## src/rtl/vx_fpu_req_issuer_pkg.sv

```systemverilog
// Shared widths and the fflags record for the FPU request issuer.
// These stand in for the VX_fpu_pkg / VX_fpu_define.vh definitions.
package vx_fpu_req_issuer_pkg;
  localparam int XLEN          = 32;
  localparam int INST_FPU_BITS = 4;
  localparam int INST_FMT_BITS = 2;
  localparam int INST_FRM_BITS = 3;
  localparam int FP_FLAGS_BITS = 5;

  typedef struct packed {
    logic NV;
    logic DZ;
    logic OF;
    logic UF;
    logic NX;
  } fflags_t;
endpackage

```

## src/rtl/vx_fpu_req_issuer_if.sv

```systemverilog
// Execute-side request, FPU request/response and commit channels of the issuer.
// The issuer takes the master modport; the environment takes the slave modport.
interface vx_fpu_req_issuer_if
  import vx_fpu_req_issuer_pkg::*;
#(
  parameter int NUM_LANES = 1,
  parameter int META_W    = 32,
  parameter int TAG_DEPTH = 4
);
  localparam int TAGW = $clog2(TAG_DEPTH);
  localparam int CNTW = $clog2(TAG_DEPTH + 1);

  logic                                 exe_valid_in, exe_ready_in;
  logic [META_W-1:0]                    exe_meta_in;
  logic [NUM_LANES-1:0]                 exe_lane_mask;
  logic [INST_FPU_BITS-1:0]             exe_op_type;
  logic [INST_FMT_BITS-1:0]             exe_fmt;
  logic [INST_FRM_BITS-1:0]             exe_frm;
  logic [NUM_LANES-1:0][XLEN-1:0]       exe_dataa, exe_datab, exe_datac;

  logic                                 fpu_valid_out, fpu_ready_out;
  logic [TAGW-1:0]                      fpu_tag_out;
  logic [INST_FPU_BITS-1:0]             fpu_op_type;
  logic [INST_FMT_BITS-1:0]             fpu_fmt;
  logic [INST_FRM_BITS-1:0]             fpu_frm;
  logic [NUM_LANES-1:0]                 fpu_lane_mask;
  logic [NUM_LANES-1:0][XLEN-1:0]       fpu_dataa, fpu_datab, fpu_datac;

  logic                                 fpu_valid_in, fpu_ready_in;
  logic [NUM_LANES-1:0][XLEN-1:0]       fpu_result;
  logic                                 fpu_has_fflags;
  fflags_t                              fpu_fflags;
  logic [TAGW-1:0]                      fpu_tag_in;

  logic                                 commit_valid, commit_ready;
  logic [META_W-1:0]                    commit_meta;
  logic [NUM_LANES-1:0]                 commit_lane_mask;
  logic [NUM_LANES-1:0][XLEN-1:0]       commit_result;
  logic                                 commit_has_fflags;
  fflags_t                              commit_fflags;

  logic [CNTW-1:0]                      pending;
  logic                                 err_tag;

  modport master (
    input  exe_valid_in, exe_meta_in, exe_lane_mask, exe_op_type, exe_fmt, exe_frm,
           exe_dataa, exe_datab, exe_datac,
           fpu_ready_out, fpu_valid_in, fpu_result, fpu_has_fflags, fpu_fflags, fpu_tag_in,
           commit_ready,
    output exe_ready_in, fpu_valid_out, fpu_tag_out, fpu_op_type, fpu_fmt, fpu_frm,
           fpu_lane_mask, fpu_dataa, fpu_datab, fpu_datac, fpu_ready_in,
           commit_valid, commit_meta, commit_lane_mask, commit_result,
           commit_has_fflags, commit_fflags, pending, err_tag
  );

  modport slave (
    output exe_valid_in, exe_meta_in, exe_lane_mask, exe_op_type, exe_fmt, exe_frm,
           exe_dataa, exe_datab, exe_datac,
           fpu_ready_out, fpu_valid_in, fpu_result, fpu_has_fflags, fpu_fflags, fpu_tag_in,
           commit_ready,
    input  exe_ready_in, fpu_valid_out, fpu_tag_out, fpu_op_type, fpu_fmt, fpu_frm,
           fpu_lane_mask, fpu_dataa, fpu_datab, fpu_datac, fpu_ready_in,
           commit_valid, commit_meta, commit_lane_mask, commit_result,
           commit_has_fflags, commit_fflags, pending, err_tag
  );
endinterface

```

## src/rtl/vx_fpu_tag_alloc.sv

```systemverilog
// Tag pool: busy bitmap, lowest-free-tag encoder, full flag and outstanding count.
// Set always targets the free tag it reports; clear must name a busy tag.
module vx_fpu_tag_alloc #(
  parameter int TAG_DEPTH = 4,
  parameter int TAGW      = $clog2(TAG_DEPTH),
  parameter int CNTW      = $clog2(TAG_DEPTH + 1)
) (
  input  logic                 clk,
  input  logic                 rst,
  input  logic                 i_set,
  input  logic                 i_clr,
  input  logic [TAGW-1:0]      i_clr_tag,
  output logic [TAG_DEPTH-1:0] o_busy,
  output logic [TAGW-1:0]      o_free_tag,
  output logic                 o_full,
  output logic [CNTW-1:0]      o_pending
);
  logic [TAG_DEPTH-1:0] r_busy;
  logic [CNTW-1:0]      r_pending;
  logic [TAGW-1:0]      w_free_tag;

  // Scan downward so the lowest clear bit is the last one written.
  always_comb begin
    w_free_tag = '0;
    for (int i = TAG_DEPTH - 1; i >= 0; i--)
      if (!r_busy[i]) w_free_tag = TAGW'(i);
  end

  always_ff @(posedge clk or posedge rst) begin
    if (rst) begin
      r_busy    <= '0;
      r_pending <= '0;
    end else begin
      if (i_clr) r_busy[i_clr_tag]  <= 1'b0;
      if (i_set) r_busy[w_free_tag] <= 1'b1;
      case ({i_set, i_clr})
        2'b10:   r_pending <= r_pending + 1'b1;
        2'b01:   r_pending <= r_pending - 1'b1;
        default: r_pending <= r_pending;
      endcase
    end
  end

  assign o_busy     = r_busy;
  assign o_free_tag = w_free_tag;
  assign o_full     = &r_busy;
  assign o_pending  = r_pending;
endmodule

```

## src/rtl/vx_fpu_req_issuer.sv

```systemverilog
// FPU request issuer: tags outgoing requests, matches out-of-order responses
// back to their metadata and presents one registered commit record.
module vx_fpu_req_issuer
  import vx_fpu_req_issuer_pkg::*;
#(
  parameter int NUM_LANES = 1,
  parameter int META_W    = 32,
  parameter int TAG_DEPTH = 4,
  parameter int TAGW      = $clog2(TAG_DEPTH)
) (
  input logic                 clk,
  input logic                 reset,
  vx_fpu_req_issuer_if.master bus
);
  localparam int CNTW = $clog2(TAG_DEPTH + 1);

  logic [TAG_DEPTH-1:0] w_busy;
  logic [TAGW-1:0]      w_free_tag;
  logic                 w_full, w_acc, w_rsp_acc, w_rel;
  logic [CNTW-1:0]      w_pending;

  logic [META_W-1:0]    r_meta [TAG_DEPTH];
  logic [NUM_LANES-1:0] r_mask [TAG_DEPTH];

  logic                           r_cvalid, r_chf;
  logic [META_W-1:0]              r_cmeta;
  logic [NUM_LANES-1:0]           r_cmask;
  logic [NUM_LANES-1:0][XLEN-1:0] r_cres;
  fflags_t                        r_cff;

  vx_fpu_tag_alloc #(.TAG_DEPTH(TAG_DEPTH), .TAGW(TAGW), .CNTW(CNTW)) u_alloc (
    .clk        (clk),
    .rst        (reset),
    .i_set      (w_acc),
    .i_clr      (w_rel),
    .i_clr_tag  (bus.fpu_tag_in),
    .o_busy     (w_busy),
    .o_free_tag (w_free_tag),
    .o_full     (w_full),
    .o_pending  (w_pending)
  );

  assign bus.fpu_valid_out = bus.exe_valid_in & ~w_full;
  assign bus.exe_ready_in  = bus.fpu_ready_out & ~w_full;
  assign w_acc             = bus.exe_valid_in & bus.exe_ready_in;
  assign bus.fpu_tag_out   = w_free_tag;
  assign bus.fpu_op_type   = bus.exe_op_type;
  assign bus.fpu_fmt       = bus.exe_fmt;
  assign bus.fpu_frm       = bus.exe_frm;
  assign bus.fpu_lane_mask = bus.exe_lane_mask;
  assign bus.fpu_dataa     = bus.exe_dataa;
  assign bus.fpu_datab     = bus.exe_datab;
  assign bus.fpu_datac     = bus.exe_datac;

  always_ff @(posedge clk) begin
    if (w_acc) begin
      r_meta[w_free_tag] <= bus.exe_meta_in;
      r_mask[w_free_tag] <= bus.exe_lane_mask;
    end
  end

  assign bus.fpu_ready_in = ~r_cvalid | bus.commit_ready;
  assign w_rsp_acc        = bus.fpu_valid_in & bus.fpu_ready_in;
  assign w_rel            = w_rsp_acc & w_busy[bus.fpu_tag_in];

  // A response for an idle tag is dropped; the commit slot still drains normally.
  always_ff @(posedge clk or posedge reset) begin
    if (reset) begin
      r_cvalid <= 1'b0;
      r_cmeta  <= '0;
      r_cmask  <= '0;
      r_cres   <= '0;
      r_chf    <= 1'b0;
      r_cff    <= '0;
    end else if (w_rel) begin
      r_cvalid <= 1'b1;
      r_cmeta  <= r_meta[bus.fpu_tag_in];
      r_cmask  <= r_mask[bus.fpu_tag_in];
      r_cres   <= bus.fpu_result;
      r_chf    <= bus.fpu_has_fflags;
      r_cff    <= bus.fpu_has_fflags ? bus.fpu_fflags : '0;
    end else if (bus.commit_ready) begin
      r_cvalid <= 1'b0;
    end
  end

  logic r_err;
  always_ff @(posedge clk or posedge reset) begin
    if (reset)                    r_err <= 1'b0;
    else if (w_rsp_acc & ~w_rel)  r_err <= 1'b1;
  end

  assign bus.commit_valid      = r_cvalid;
  assign bus.commit_meta       = r_cmeta;
  assign bus.commit_lane_mask  = r_cmask;
  assign bus.commit_result     = r_cres;
  assign bus.commit_has_fflags = r_chf;
  assign bus.commit_fflags     = r_cff;
  assign bus.pending           = w_pending;
  assign bus.err_tag           = r_err;
endmodule

```

## src/flat_wrapper.sv

```systemverilog
// flat-port wrapper written by rule: the top's interface ports become plain ports
module vx_fpu_req_issuer_flat import vx_fpu_req_issuer_pkg::*;
#(
  parameter int NUM_LANES = 1,
  parameter int META_W    = 32,
  parameter int TAG_DEPTH = 4,
  parameter int TAGW      = $clog2(TAG_DEPTH)
)
  (clk, reset, bus_exe_valid_in, bus_exe_meta_in, bus_exe_lane_mask, bus_exe_op_type, bus_exe_fmt, bus_exe_frm, bus_exe_dataa, bus_exe_datab, bus_exe_datac, bus_fpu_ready_out, bus_fpu_valid_in, bus_fpu_result, bus_fpu_has_fflags, bus_fpu_fflags, bus_fpu_tag_in, bus_commit_ready, bus_exe_ready_in, bus_fpu_valid_out, bus_fpu_tag_out, bus_fpu_op_type, bus_fpu_fmt, bus_fpu_frm, bus_fpu_lane_mask, bus_fpu_dataa, bus_fpu_datab, bus_fpu_datac, bus_fpu_ready_in, bus_commit_valid, bus_commit_meta, bus_commit_lane_mask, bus_commit_result, bus_commit_has_fflags, bus_commit_fflags, bus_pending, bus_err_tag);
  vx_fpu_req_issuer_if #(.NUM_LANES(NUM_LANES), .META_W(META_W), .TAG_DEPTH(TAG_DEPTH)) bus_i ();
  input logic clk;
  input logic reset;
  input wire logic [$bits(bus_i.exe_valid_in)-1:0] bus_exe_valid_in;
  input wire logic [$bits(bus_i.exe_meta_in)-1:0] bus_exe_meta_in;
  input wire logic [$bits(bus_i.exe_lane_mask)-1:0] bus_exe_lane_mask;
  input wire logic [$bits(bus_i.exe_op_type)-1:0] bus_exe_op_type;
  input wire logic [$bits(bus_i.exe_fmt)-1:0] bus_exe_fmt;
  input wire logic [$bits(bus_i.exe_frm)-1:0] bus_exe_frm;
  input wire logic [$bits(bus_i.exe_dataa)-1:0] bus_exe_dataa;
  input wire logic [$bits(bus_i.exe_datab)-1:0] bus_exe_datab;
  input wire logic [$bits(bus_i.exe_datac)-1:0] bus_exe_datac;
  input wire logic [$bits(bus_i.fpu_ready_out)-1:0] bus_fpu_ready_out;
  input wire logic [$bits(bus_i.fpu_valid_in)-1:0] bus_fpu_valid_in;
  input wire logic [$bits(bus_i.fpu_result)-1:0] bus_fpu_result;
  input wire logic [$bits(bus_i.fpu_has_fflags)-1:0] bus_fpu_has_fflags;
  input wire logic [$bits(bus_i.fpu_fflags)-1:0] bus_fpu_fflags;
  input wire logic [$bits(bus_i.fpu_tag_in)-1:0] bus_fpu_tag_in;
  input wire logic [$bits(bus_i.commit_ready)-1:0] bus_commit_ready;
  output wire logic [$bits(bus_i.exe_ready_in)-1:0] bus_exe_ready_in;
  output wire logic [$bits(bus_i.fpu_valid_out)-1:0] bus_fpu_valid_out;
  output wire logic [$bits(bus_i.fpu_tag_out)-1:0] bus_fpu_tag_out;
  output wire logic [$bits(bus_i.fpu_op_type)-1:0] bus_fpu_op_type;
  output wire logic [$bits(bus_i.fpu_fmt)-1:0] bus_fpu_fmt;
  output wire logic [$bits(bus_i.fpu_frm)-1:0] bus_fpu_frm;
  output wire logic [$bits(bus_i.fpu_lane_mask)-1:0] bus_fpu_lane_mask;
  output wire logic [$bits(bus_i.fpu_dataa)-1:0] bus_fpu_dataa;
  output wire logic [$bits(bus_i.fpu_datab)-1:0] bus_fpu_datab;
  output wire logic [$bits(bus_i.fpu_datac)-1:0] bus_fpu_datac;
  output wire logic [$bits(bus_i.fpu_ready_in)-1:0] bus_fpu_ready_in;
  output wire logic [$bits(bus_i.commit_valid)-1:0] bus_commit_valid;
  output wire logic [$bits(bus_i.commit_meta)-1:0] bus_commit_meta;
  output wire logic [$bits(bus_i.commit_lane_mask)-1:0] bus_commit_lane_mask;
  output wire logic [$bits(bus_i.commit_result)-1:0] bus_commit_result;
  output wire logic [$bits(bus_i.commit_has_fflags)-1:0] bus_commit_has_fflags;
  output wire logic [$bits(bus_i.commit_fflags)-1:0] bus_commit_fflags;
  output wire logic [$bits(bus_i.pending)-1:0] bus_pending;
  output wire logic [$bits(bus_i.err_tag)-1:0] bus_err_tag;
  assign bus_i.exe_valid_in = bus_exe_valid_in;
  assign bus_i.exe_meta_in = bus_exe_meta_in;
  assign bus_i.exe_lane_mask = bus_exe_lane_mask;
  assign bus_i.exe_op_type = bus_exe_op_type;
  assign bus_i.exe_fmt = bus_exe_fmt;
  assign bus_i.exe_frm = bus_exe_frm;
  assign bus_i.exe_dataa = bus_exe_dataa;
  assign bus_i.exe_datab = bus_exe_datab;
  assign bus_i.exe_datac = bus_exe_datac;
  assign bus_i.fpu_ready_out = bus_fpu_ready_out;
  assign bus_i.fpu_valid_in = bus_fpu_valid_in;
  assign bus_i.fpu_result = bus_fpu_result;
  assign bus_i.fpu_has_fflags = bus_fpu_has_fflags;
  assign bus_i.fpu_fflags = bus_fpu_fflags;
  assign bus_i.fpu_tag_in = bus_fpu_tag_in;
  assign bus_i.commit_ready = bus_commit_ready;
  assign bus_exe_ready_in = bus_i.exe_ready_in;
  assign bus_fpu_valid_out = bus_i.fpu_valid_out;
  assign bus_fpu_tag_out = bus_i.fpu_tag_out;
  assign bus_fpu_op_type = bus_i.fpu_op_type;
  assign bus_fpu_fmt = bus_i.fpu_fmt;
  assign bus_fpu_frm = bus_i.fpu_frm;
  assign bus_fpu_lane_mask = bus_i.fpu_lane_mask;
  assign bus_fpu_dataa = bus_i.fpu_dataa;
  assign bus_fpu_datab = bus_i.fpu_datab;
  assign bus_fpu_datac = bus_i.fpu_datac;
  assign bus_fpu_ready_in = bus_i.fpu_ready_in;
  assign bus_commit_valid = bus_i.commit_valid;
  assign bus_commit_meta = bus_i.commit_meta;
  assign bus_commit_lane_mask = bus_i.commit_lane_mask;
  assign bus_commit_result = bus_i.commit_result;
  assign bus_commit_has_fflags = bus_i.commit_has_fflags;
  assign bus_commit_fflags = bus_i.commit_fflags;
  assign bus_pending = bus_i.pending;
  assign bus_err_tag = bus_i.err_tag;
  vx_fpu_req_issuer #(.NUM_LANES(NUM_LANES), .META_W(META_W), .TAG_DEPTH(TAG_DEPTH), .TAGW(TAGW)) u_core (.clk(clk), .reset(reset), .bus(bus_i));
endmodule
```

## config.mk

```make
export PLATFORM = sky130hd
export DESIGN_NAME = vx_fpu_req_issuer_flat
export DESIGN_NICKNAME = d
export VERILOG_FILES = /design/src/rtl/vx_fpu_req_issuer_pkg.sv /design/src/rtl/vx_fpu_req_issuer_if.sv /design/src/rtl/vx_fpu_tag_alloc.sv /design/src/rtl/vx_fpu_req_issuer.sv /design/src/flat_wrapper.sv
export SDC_FILE = /design/constraint.sdc
export NUM_CORES = 1
export LEC_CHECK = 0
export BUFFER_PORTS_ARGS = -buffer_cell sky130_fd_sc_hd__buf_2
export CAP_MARGIN = 20
export CORE_AREA = 4 4 141 143
export CTS_CLUSTER_SIZE = 28
export DETAILED_ROUTE_END_ITERATION = 10
export DIE_AREA = 0 0 145 147
export PLACE_DENSITY = 0.79
export SYNTH_ARGS = -nofsm -noshare
export SYNTH_HDL_FRONTEND = slang
export SYNTH_HIERARCHICAL = 1
export SYNTH_SLANG_ARGS = --single-unit
```

## constraint.sdc

```tcl
create_clock -name clk -period 5.1 [get_ports clk]
set_input_delay 0.255 -clock clk [delete_from_list [all_inputs] [get_ports clk]]
set_output_delay 0.255 -clock clk [all_outputs]
set_load 0.02 [all_outputs]
```

; Word level (Yosys, flattened, before mapping)
; Memories as Yosys holds them, arrays and structs flattened. A register that Yosys moved wholly into a read port is not among the register bits.
; Cells that the tools add are included.
[word_totals]
reg_bits = 47
ram_bits = 132
inputBits = 184
output_inout_bits = 187
elab_cells = 57
memories = 2
[memory_table]
columns = memory, depth, width, rd, rd_ports_with_merged_regs, wr, line_no
row1 = u_core.r_meta, 4, 32, 1, 1, 1, vx_fpu_req_issuer.sv:22  ; logic [META_W-1:0] r_meta [TAG_DEPTH];
row2 = u_core.r_mask, 4, 1, 1, 1, 1, vx_fpu_req_issuer.sv:23  ; logic [NUM_LANES-1:0] r_mask [TAG_DEPTH];
[op_classes]
addsub = 2
order_cmp = 4
n_eq_ne = 2
n_mux = 18
n_bitwise = 13
reduce_logical = 5
[ops]
columns = cell, count
row1 = 2-bit 2-to-1 mux, 4
row2 = 4-bit 2-to-1 mux, 2
row3 = 1-bit 2-to-1 mux, 7
row4 = 1-bit AND, 6
row5 = 2-bit by 3-bit less-than comparator with 1-bit output (second input constant), 2
row6 = 3-bit one-hot mux with 2 select lines, 1
row7 = 5-bit 2-to-1 mux, 1
row8 = 4-bit AND, 1
row9 = 1-bit demux with 2-bit select, 2
row10 = 2-bit by 1-bit greater-or-equal comparator with 1-bit output (second input constant), 2
row11 = 4-bit inverter, 1
row12 = 4-bit bitwise OR, 1
row13 = 4-bit AND reduction, 1
row14 = 2-bit nonzero test, 2
row15 = 3-bit by 1-bit adder with 3-bit output (second input constant), 1
row16 = 1-bit inverter, 3
row17 = 3-bit by 1-bit subtractor with 3-bit output (second input constant), 1
row18 = 1-bit binary-select mux with 2-bit select, 1
row19 = 2-bit by 1-bit == test with 1-bit output (second input constant), 1
row20 = 2-bit == test (second input constant), 1
row21 = 1-bit logical AND, 2
row22 = 1-bit bitwise OR, 1

; Depth between registers and ports, before layout
[depth]
word_depth = 10
mapped_depth = 12
ltp_nobuf = 12

; Cells and area by module
; Netlist, hierarchy kept.
[modules_own_cells]
columns = module, instances, cells_per_inst, area_each_um2, seq_area_each_um2
row1 = vx_fpu_req_issuer, 1, 458, 8399.3, 5790.6
row2 = vx_fpu_tag_alloc, 1, 38, 374.1, 175.2

; Worst setup path before layout
; No wires, ideal clock.
[synth_path]
kind = flip-flop to flip-flop
start = register u_core.u_alloc.r_busy[3], in the netlist u_core/u_alloc/o_busy[3]
end = memory u_core.r_mask[1] (enable)
setup_time_ns = 0.472
arrival_ns = 3.816
t_required_ns = 4.628
slack_ns = 0.812
stages_incl_launch_ff = 4
path_buffers = 0
period_less_slack_ns = 4.288
path_cell_list = dfrtp_1 > nand2b_1 > a21boi_0 > nor3b_1
[synth_between]
word_cells_on_any_way = 10
cone_classes = 6 x mux / 3 x bitwise / 1 x reduce/logical
[synth_lines]
columns = item, line_no
row1 = from (decl), vx_fpu_tag_alloc.sv:18  ; logic [TAG_DEPTH-1:0] r_busy;
row2 = from (signal assigned), vx_fpu_tag_alloc.sv:31  ; r_busy <= '0;
row3 = "from (signal, indexed assignment)", vx_fpu_tag_alloc.sv:34  ; if (i_clr) r_busy[i_clr_tag] <= 1'b0;
row4 = "from (signal, indexed assignment)", vx_fpu_tag_alloc.sv:35  ; if (i_set) r_busy[w_free_tag] <= 1'b1;
row5 = 2-bit 2-to-1 mux (4 in series), vx_fpu_tag_alloc.sv:26  ; if (!r_busy[i]) w_free_tag = TAGW'(i);
row6 = net bus_fpu_tag_out[0], flat_wrapper.sv:31  ; output wire logic [$bits(bus_i.fpu_tag_out)-1:0] bus_fpu_tag_out;
row7 = to (decl), vx_fpu_req_issuer.sv:23
; The timed path passes the listed nets, and every way through them passes these cells.

; Worst setup path after layout
[layout_path]
start = input port bus_fpu_tag_in[1]
end = register u_core.u_alloc.r_pending[2], in the netlist u_core/u_alloc/o_pending[2]
[layout_between]
elab_chain_len = 5
word_cells_on_any_way = 7
cone_classes = 2 x eq/ne / 3 x mux / 1 x bitwise / 1 x reduce/logical
[layout_lines]
columns = item, line_no
row1 = from (decl), flat_wrapper.sv:27  ; input wire logic [$bits(bus_i.fpu_tag_in)-1:0] bus_fpu_tag_in;
row2 = 1-bit binary-select mux with 2-bit select (*), vx_fpu_req_issuer.sv:64  ; assign w_rel = w_rsp_acc & w_busy[bus.fpu_tag_in];
row3 = 1-bit 2-to-1 mux (implied by the code) (*), vx_fpu_req_issuer.sv:64
row4 = 1-bit AND (*), vx_fpu_req_issuer.sv:64
row5 = net u_core.w_rel, vx_fpu_req_issuer.sv:19  ; logic w_full, w_acc, w_rsp_acc, w_rel;
row6 = 2-bit by 1-bit == test with 1-bit output / 2-bit == test (equally long branches), vx_fpu_tag_alloc.sv:36  ; case ({i_set, i_clr})
row7 = 3-bit one-hot mux with 2 select lines / 2-bit nonzero test (equally long branches), -
row8 = to (signal assigned), vx_fpu_tag_alloc.sv:37  ; 2'b10: r_pending <= r_pending + 1'b1;
row9 = to (signal assigned), vx_fpu_tag_alloc.sv:38  ; 2'b01: r_pending <= r_pending - 1'b1;
row10 = to (signal assigned), vx_fpu_tag_alloc.sv:39  ; default: r_pending <= r_pending;
row11 = to (decl), vx_fpu_tag_alloc.sv:19  ; logic [CNTW-1:0] r_pending;
; Mark *: on every way through the listed nets, which the timed path passes. The rest lies on a longest branch. The select of a mux whose other input is x is not followed.
; A chain may end at the register's enable or synchronous reset.

==> flow_summary.yaml <==
run_status:
  status: "finished, final reports clean"
sta:
  fin_ws_ps: 2350
  hold_ws_ps: 24.7
  skew_ps: 17.2
  relSlewSlack_pct: 27.6
  min_period_over_period_pct: 54.0
  setup_violations: 0
  clock.fmax_mhz: 363
  rsz0062_at_grt: "no"
  setup-tns-final_ps: 0
  tightest_slew_ps: 1080
  slew_violations: 0
  finalHoldViolCount: 0
  finalCriticalPeriod_ps: 2750
logic_synthesis:
  avgSynthCellArea_um2: 17.7
  ys_top_cells_by_area: "edfxtp_1 45%, dfrtp_1 23%, buf_4 9.1%, mux4_2 8.7%, mux2_2 6.5%"
  ys_ff_latch: 212
  synth_cell_types: 31
  yosys.area.top_type_share_pct: 45.2
  synth_nets: 682
  yosysWarnings: 6
  seq_area_frac_synth_pct: 68.0
  yosys.area.top_type: "edfxtp_1"
  syn_area_mm2: 0.00877
  postSynthCellCount: 496
finish:
  num-fill-cells: 1430
  mostFrequentLayoutCells: "160 x buf_2, 132 x edfxtp_1, 80 x dfrtp_1"
  syn_to_final_growth_pct: 16.1
  multi_input_area_mm2: 0.00186
  fin_nets: 802
  postLayoutCoreUtil_pct: 54.8
  drive_above_1_share_pct: 45.2
  register_area_mm2: 0.00597
  layout_commonest_cell: "buf_2"
  diodes: 0
min_path:
  hp-class: "input pin to register"
power:
  total_power_mw: 5.64
  p_leak_nw: 4.05
  peakVddDrop_mv: 0.332
  power_density_mw_per_mm2: 553
grt:
  grt_pass1_wl_um: 35700
  grt_max_degree: 74
  overflow: 0
  grt_pass1_vias: 4991
  antenna_found_initial: 1
  grt.total_usage_pct: 22.9
clocking:
  clockBufferDepth: 3
  cts.sinks: 212
  postCtsSetupBuffers: 0
  tritoncts: "built"
  htreeDepth: 1
  cts.clk_slew.worst_paths_ps: 60
  root_buffer: "clkbuf_16"
  post_cts_resized: 0
  cts_buffers: 21
  clk_latency_ps: 500
setup_path:
  crit_path_end_kind: "register"
  cp_max_fo: 38
  cp.arrival_ps: 3170
  crit_path_start_kind: "input pin"
  worstPathRequired_ps: 5510
  crit_type: "input pin to register"
floorplanning:
  ioPinCount: 371
  die_h_um: 147
  die_x_um: 145
  core_mm2: 0.0186
  initial_core_util_pct: 47.2
  dieArea_mm2: 0.0213
  rows: 50
route:
  drcViolationCount: 0
  route.vias.total: 4624
  wirelength_um: 24900
  drt_iter0_drc: 194
  postRouteAntennaNets: 0
  routed_via_density: 5.35
  firstDrtPassIters: 4
  wl_per_cell_um: 28.8
place:
  post-place-ws_ps: 1770
  numPortBuffers: 160
  hpwlAfterDp_um: 18300
  gp_congestion: 0.866
flow_run:
  cap_violations: 0
==> cell type report <==
| class | instances | share of cell area (%) |
|---|---|---|
| clock buffer | 30 | 5.69 |
| clock inverter | 8 | 0.676 |
| inverter | 13 | 0.491 |
| multi-input combinational | 150 | 18.3 |
| sequential | 212 | 58.6 |
| tap | 234 | 2.87 |
| timing repair buffer | 218 | 13.4 |
==> registers in the layout, indices dropped and copies added (netlist names) <==
name / count
u_core/r_meta: 128
u_core/bus.commit_has_fflags: 1
u_core/bus.commit_lane_mask: 1
u_core/bus.commit_valid: 1
u_core/r_mask: 4
u_core/u_alloc/o_pending: 3
u_core/bus.commit_fflags: 5
u_core/bus.commit_result: 32
u_core/bus.err_tag: 1
u_core/bus.commit_meta: 32
u_core/u_alloc/o_busy: 4
==> where the power goes <==
part | switching, mW | total [mW] | internal [mW]
clock | 0.629 | 1.47 | 0.843
sequential | 0.251 | 2.56 | 2.31
combinational | 0.957 | 1.60 | 0.647
==> metal layers <==
| metal | wire (µm) | GRT usage [%] | part of all wire, % |
|---|---|---|---|
| met1 | 7500 | 22.2 | 30 |
| met2 | 11700 | 36.1 | 47 |
| met3 | 5110 | 21.0 | 21 |
| met4 | 587 | 4.94 | 2.4 |
| met5 | 56 | 3.41 | 0.22 |
==> worst paths after layout <==
| check | cells past startpoint | slack (ps) | start | end |
|---|---|---|---|---|
| min | 2 | 20 | bus_fpu_result[20] | u_core/bus.commit_result[20]$_DFFE_PP0P_ |
| max in group asynchronous | 4 | 3860 | reset | u_core/bus.commit_result[30]$_DFFE_PP0P_ |
| min reg2reg | 1 | 490 | u_core/u_alloc/o_pending[2]$_DFFE_PP0P_ | u_core/u_alloc/o_pending[2]$_DFFE_PP0P_ |
| min in group asynchronous | 3 | 270 | reset | u_core/u_alloc/o_pending[2]$_DFFE_PP0P_ |
| max | 10 | 2350 | bus_fpu_tag_in[1] | u_core/u_alloc/o_pending[2]$_DFFE_PP0P_ |
| max reg2reg | 9 | 2410 | u_core/u_alloc/o_busy[1]$_DFF_PP0_ | u_core/u_alloc/o_pending[2]$_DFFE_PP0P_ |
==> cell usage after synthesis <==
cell type  instances
nor3_1             1
fa_1               1
nor2_1             3
a21oi_1            2
buf_6              8
dfrtp_1           80
clkbuf_1           4
mux2_1            15
a41oi_1            2
nand3_4            1
a21o_1             1
o21ai_0            2
xnor2_1            1
nor3b_1            1
inv_1             13
buf_4            106
and3_1             1
nand2_1           14
a31oi_1            2
nand2b_1           3
mux4_2            34
ha_1               1
a21boi_0           1
mux2i_1            6
buf_2              3
nand3_1            1
edfxtp_1         132
nor2b_1            3
xor2_1             2
o21bai_1           1
mux2_2            51
==> critical path: stages <==
cell,delay [ps]
buf_2,690
mux4_2,430
nand3_4,440
inv_1,280
ha_1,210
inv_1,60
fa_1,370
xor2_1,150
nor2_1,100
xor2_1,160
==> kinds of logic after synthesis <==
| logic type | count (synthesis) | share of synthesized area [%] |
|---|---|---|
| AND/OR/NAND/NOR | 28 | 1.63 |
| buffers and inverters | 134 | 11.0 |
| XOR/XNOR | 3 | 0.300 |
| flip-flops | 212 | 68.0 |
| adder cells (fa/ha/maj) | 2 | 0.371 |
| multiplexers | 106 | 17.9 |
| AO/OA/AOI/OAI | 11 | 0.827 |
==> through the flow <==
step                      instances  instance area, µm²
after floorplan                 496                8770
after global placement          774                9010
after detailed placement        774                9010
after CTS                       865               10200
after global routing            865               10200
final                           865               10200
==> what timing repair did <==
| item | 4_1_cts | 5_1_grt |
|---|---|---|
| endpoints found under the hold margin | 158 | 0 |
| hold buffers | 53 | 0 |
| endpoints found under the setup margin | 0 | 0 |
Power figures use the tool's default switching activity.
